--- src/rtl/collect_seq.sv ---
// Windowed capture sequencer: opens collect windows of a latched length, hands each
// window to readout, waits a gap, and repeats for a fixed or unlimited number of rounds.
module collect_seq #(
    parameter int LEN_W = 16,
    parameter int RND_W = 8
) (
    input  logic             clk350,
    input  logic             rst,
    input  logic             start,
    input  logic             abort,
    input  logic [LEN_W-1:0] cfg_len,
    input  logic [LEN_W-1:0] cfg_gap,
    input  logic [RND_W-1:0] cfg_rounds,
    input  logic             buf_full,
    input  logic             rd_ack,
    output logic             collect,
    output logic             rd_req,
    output logic             busy,
    output logic             done,
    output logic             ovf,
    output logic [RND_W-1:0] round_cnt,
    output logic [LEN_W-1:0] sample_cnt
);

    typedef enum logic [2:0] {
        S_IDLE,
        S_COLLECT,
        S_DRAIN,
        S_GAP,
        S_DONE
    } state_t;

    state_t           state_q;
    logic [LEN_W-1:0] len_q;
    logic [LEN_W-1:0] gap_q;
    logic [RND_W-1:0] rounds_q;
    logic [LEN_W-1:0] gap_cnt_q;
    logic [LEN_W-1:0] sample_cnt_q;
    logic [RND_W-1:0] round_cnt_q;
    logic             collect_q;
    logic             rd_req_q;
    logic             busy_q;
    logic             done_q;
    logic             ovf_q;

    logic [LEN_W-1:0] sample_inc_d;
    logic [RND_W-1:0] round_inc_d;
    logic             last_round_d;

    always_comb begin
        sample_inc_d = sample_cnt_q + LEN_W'(1);
        round_inc_d  = round_cnt_q + RND_W'(1);
        // rounds_q == 0 means run until aborted; round_cnt simply wraps
        last_round_d = (rounds_q != '0) && (round_inc_d == rounds_q);
    end

    always_ff @(posedge clk350) begin
        if (rst) begin
            state_q      <= S_IDLE;
            len_q        <= '0;
            gap_q        <= '0;
            rounds_q     <= '0;
            gap_cnt_q    <= '0;
            sample_cnt_q <= '0;
            round_cnt_q  <= '0;
            collect_q    <= 1'b0;
            rd_req_q     <= 1'b0;
            busy_q       <= 1'b0;
            done_q       <= 1'b0;
            ovf_q        <= 1'b0;
        end else begin
            done_q <= 1'b0;
            if (abort && (state_q != S_IDLE)) begin
                // Counters and ovf are kept so software can inspect an aborted run
                state_q   <= S_IDLE;
                collect_q <= 1'b0;
                rd_req_q  <= 1'b0;
                busy_q    <= 1'b0;
            end else begin
                case (state_q)
                    S_IDLE: begin
                        if (start && !abort) begin
                            len_q        <= (cfg_len == '0) ? LEN_W'(1) : cfg_len;
                            gap_q        <= cfg_gap;
                            rounds_q     <= cfg_rounds;
                            ovf_q        <= 1'b0;
                            round_cnt_q  <= '0;
                            sample_cnt_q <= '0;
                            collect_q    <= 1'b1;
                            busy_q       <= 1'b1;
                            state_q      <= S_COLLECT;
                        end
                    end
                    S_COLLECT: begin
                        // The cycle in which buf_full is seen still counts as captured
                        sample_cnt_q <= sample_inc_d;
                        if (buf_full) begin
                            ovf_q <= 1'b1;
                        end
                        if (buf_full || (sample_inc_d == len_q)) begin
                            collect_q <= 1'b0;
                            rd_req_q  <= 1'b1;
                            state_q   <= S_DRAIN;
                        end
                    end
                    S_DRAIN: begin
                        if (rd_ack) begin
                            rd_req_q    <= 1'b0;
                            round_cnt_q <= round_inc_d;
                            if (last_round_d) begin
                                done_q  <= 1'b1;
                                state_q <= S_DONE;
                            end else if (gap_q == '0) begin
                                sample_cnt_q <= '0;
                                collect_q    <= 1'b1;
                                state_q      <= S_COLLECT;
                            end else begin
                                gap_cnt_q <= gap_q;
                                state_q   <= S_GAP;
                            end
                        end
                    end
                    S_GAP: begin
                        if (gap_cnt_q == LEN_W'(1)) begin
                            sample_cnt_q <= '0;
                            collect_q    <= 1'b1;
                            state_q      <= S_COLLECT;
                        end else begin
                            gap_cnt_q <= gap_cnt_q - LEN_W'(1);
                        end
                    end
                    S_DONE: begin
                        busy_q  <= 1'b0;
                        state_q <= S_IDLE;
                    end
                    default: begin
                        collect_q <= 1'b0;
                        rd_req_q  <= 1'b0;
                        busy_q    <= 1'b0;
                        state_q   <= S_IDLE;
                    end
                endcase
            end
        end
    end

    assign collect    = collect_q;
    assign rd_req     = rd_req_q;
    assign busy       = busy_q;
    assign done       = done_q;
    assign ovf        = ovf_q;
    assign round_cnt  = round_cnt_q;
    assign sample_cnt = sample_cnt_q;

endmodule

--- config.mk ---
export PLATFORM = sky130hd
export DESIGN_NAME = collect_seq
export DESIGN_NICKNAME = d
export VERILOG_FILES = /design/src/rtl/collect_seq.sv
export SDC_FILE = /design/constraint.sdc
export NUM_CORES = 1
export LEC_CHECK = 0
export BUFFER_PORTS_ARGS = -buffer_cell sky130_fd_sc_hd__buf_2
export CORE_ASPECT_RATIO = 0.75
export CORE_MARGIN = 3
export CORE_UTILIZATION = 55
export CTS_BUF_LIST = sky130_fd_sc_hd__clkbuf_16
export DETAILED_ROUTE_END_ITERATION = 8
export GPL_ROUTABILITY_DRIVEN = 1
export PLACE_DENSITY = 0.75
export SYNTH_ARGS = -nofsm -noshare
export SYNTH_HDL_FRONTEND = slang
export SYNTH_SLANG_ARGS = --single-unit
--- constraint.sdc ---
create_clock -name clk350 -period 3 [get_ports clk350]
set_input_delay 0 -clock clk350 [delete_from_list [all_inputs] [get_ports clk350]]
set_output_delay 0 -clock clk350 [all_outputs]
set_load 0.005 [all_outputs]
==> metrics <==
fraction of layout instances using a drive strength above 1 15.6%; vias in the first global route approximately 4800; maximum number of pins on one net before global-route repair 59; fin crit share between 80 and 90%; Cell variety after synth 69; Top FF cell, synth dfxtp_1; CTS Sinks 88; data arrival time of the critical path 2.91 ns; IO buf count 74; num ports 75; number of buffers on the longest clock path 2; Routed Antenna Nets 0; cell taking the most area after synthesis dfxtp_1; core area ~8700 um^2; CP peak stage delay between 0.4 and 0.5 ns; CP max-delay cell dfxtp_1; insertion delay of the later-clocked pin in the worst-skew pair 0.34 ns; worst-case clock skew 0.00524 ns; routed wire length per instance 16.9 um; synthesized area per cell 7.49 um^2; Top cell by count, worst path o31a_1; fin nets ~810; Post-synth EDFFs 0; number of core rows 29; total of warnings raised by yosys 0; DP HPWL ~10000 um; unrepaired setup endpoints after global routing no; maximum vdd ir drop around 0.35 mV; total global routing track utilization 29.4%; post-synthesis instance area roughly 5000 um^2; switching fraction of total power 33.0%; Remaining DRCs 0; proportion of power drawn by flip-flops and latches between 40% and 50%; Max FO, Critical Path 9; initial core utilization around 58%; Net Switching about 1.0 mW; gr ovfl total 0; total count of hold-check failures in the final report 0; # diodes 0; post-route worst setup slack approximately 0.32 ns; outcome finished clean; post-CTS setup buffers 0; clock power share between 30% and 40%; async set-or-reset flop fraction in the synthesized netlist 0%; violation count after the first detailed-route iteration roughly 560; Max Slew Vio Count 0; first-pass GRT wire length around 24000 um; post-place setup slack between 0.2 and 0.25 ns; final wirelength about 15000 um; fmax 373 MHz; element type at the critical path start flop; nets in the synthesized netlist between 700 and 800; Pint roughly 2.1 mW; antenna violations before repair 0; die footprint 10300 um^2; number of instances in the synthesized netlist approximately 670; #FFs+latches synth 88; first-pass iteration count of the detailed router 5; clock-pin slew on the worst setup and hold paths roughly 0.06 ns; post-DR vias/cell approximately 6; combinational group share of total power around a quarter; slew of the pin with the lowest slew margin about 0.8 ns; CTS tree yes; crit-path cells ha_1, nand3_1, o31a_1, nor4b_1, a311oi_1, a2111oi_1, nor2_1, o31a_1; required time at the endpoint of the critical path about 3.2 ns; H-tree depth 3; most used routing layer in global routing met2; classification of the worst-slack hold path input port to flop; Maximum Capacitance Violations 0; Horiz. Die Dim between 100 and 150 um; final setup violation count 0; final setup TNS 0 ns; biggest area contributors in the synthesized netlist dfxtp_1 (35%), a21oi_1 (9.8%), nand2_1 (9.0%); Final GP Congestion roughly 0.95; met1 Resource Use GR between 40% and 50%; area added between synthesis and finish 20.6%; power per standard cell area between 500 and 600 nW/um^2; met2 Track Usage GR about 44%; clock period minus final worst setup slack between 2 and 3 ns; clock root buffer master clkbuf_16; total via count in the routed design ~5400; global-route track usage on met3 ~6.6%; sequential fraction of the synthesis area a little over a third; leakage power total 2.30 nW; Num CTS Buffers 9; area fraction of the dominant cell type after synthesis between 30% and 40%; Critical Setup Path Class flop to flop; critical path capture point type flop; Overall Power around 3.2 mW; relative slew slack between 40% and 50%; Die Ht 88.8 um; worst hold-check slack around 0.13 ns
[per-layer routing]
layer  wire length [um]  vias to the layer above
li1                   -                     2612
met1               6840                     2495
met2               6480                      229
met3               1220                       28
met4                300                        0
met5                  0                        -
[cell usage after synthesis (9+ instances only)]
master,count
nand2_1,121
a21oi_1,98
dfxtp_1,88
nor2_1,51
clkbuf_1,27
o21ai_0,27
nor3_1,23
nand3_1,19
xnor2_1,17
nor4_1,15
a31oi_1,14
inv_1,13
o32ai_1,12
or3_1,11
xor2_1,11
buf_2,9
[layout make-up]
cell class	instances	area, um^2
Multi-Input combinational cell	523	2960
Fill cell	735	2610
Sequential cell	88	1760
Timing Repair Buffer	129	898
Clock buffer	9	225
Tap cell	108	135
Inverter	13	48.8
Clock inverter	6	30.0
[worst max-delay path: cells and delay by family, from the launching register on]
kind	cells	cell delay, ns
AND/OR/NAND/NOR	3	0.65
AO/OA/AOI/OAI	4	1.20
adder cells (fa/ha/maj)	1	0.24
flip-flops	1	0.48
[kinds of logic after synthesis]
family,Yosys count,share of synthesized area [%]
compound gates,201,24.9
flops,88,35.0
simple gates,290,28.0
fa+ha+maj,4,0.996
xor+xnor,28,4.88
buf+inv,60,6.15
[cells in the final DEF (no fill, tap or decap), types with 3 or more instances in the layout]
cell	n
or3_1	11
dfxtp_1	88
a22oi_1	3
o31ai_1	3
nand3_1	19
o31a_1	3
xnor2_1	17
nand2b_1	4
nor2b_1	4
o221a_2	3
ha_1	4
clkbuf_16	9
a31oi_1	14
nand4_1	8
nor3_1	22
buf_2	74
o32ai_1	12
a311oi_1	8
and3_1	3
nor2_1	51
buf_4	13
nor4b_1	3
nor4_1	15
dlygate4sd3_1	41
o21ai_0	27
xor2_1	11
or2_2	4
a21oi_1	98
o21a_1	3
inv_1	15
nor3b_1	3
and2_1	3
a211oi_1	3
nand2_1	121
[state kept, by name, indices dropped and copies added, names as in the netlist]
| name | cells |
|---|---|
| ovf | 1 |
| state_q | 3 |
| sample_cnt | 16 |
| done | 1 |
| collect | 1 |
| gap_q | 16 |
| rounds_q | 8 |
| gap_cnt_q | 16 |
| len_q | 16 |
| round_cnt | 8 |
| busy | 1 |
| rd_req | 1 |
[final timing paths]
check,from,to,slack (ns),depth (start not counted)
setup / recovery,sample_cnt[0]$_SDFFE_PP0P_,collect$_SDFFE_PP0P_,0.32,8
hold / removal,rst,gap_q[15]$_SDFFE_PP0P_,0.13,2
setup reg to reg,sample_cnt[0]$_SDFFE_PP0P_,collect$_SDFFE_PP0P_,0.32,8
hold reg to reg,gap_cnt_q[11]$_SDFFE_PP0P_,gap_cnt_q[11]$_SDFFE_PP0P_,0.47,2
[power by group through the flow]
stage	clock, mW	sequential, mW	combinational [mW]
2_1_floorplan	0	1.33	0.589
3_3_place_gp	0	1.36	0.734
3_5_place_dp	0	1.37	0.750
4_1_cts	1.01	1.34	0.794
5_1_grt	1.07	1.36	0.894
6_report	0.992	1.35	0.814
[repair_timing]
action                                 in CTS  in global routing
setup endpoints to repair                   0                  1
hold buffers                               41                  0
gates resized for setup                     0                  1
endpoints found under the hold margin      41                  0
[per-stage QoR]
stage,util (%),cell area [um^2],cells
2_1_floorplan,-,5030,671
6_report,69.9,6060,876
3_3_place_gp,62.2,5400,820
5_1_grt,69.9,6060,876
4_1_cts,69.9,6060,876
3_5_place_dp,62.2,5400,820
(Power assumes the default switching activity.)
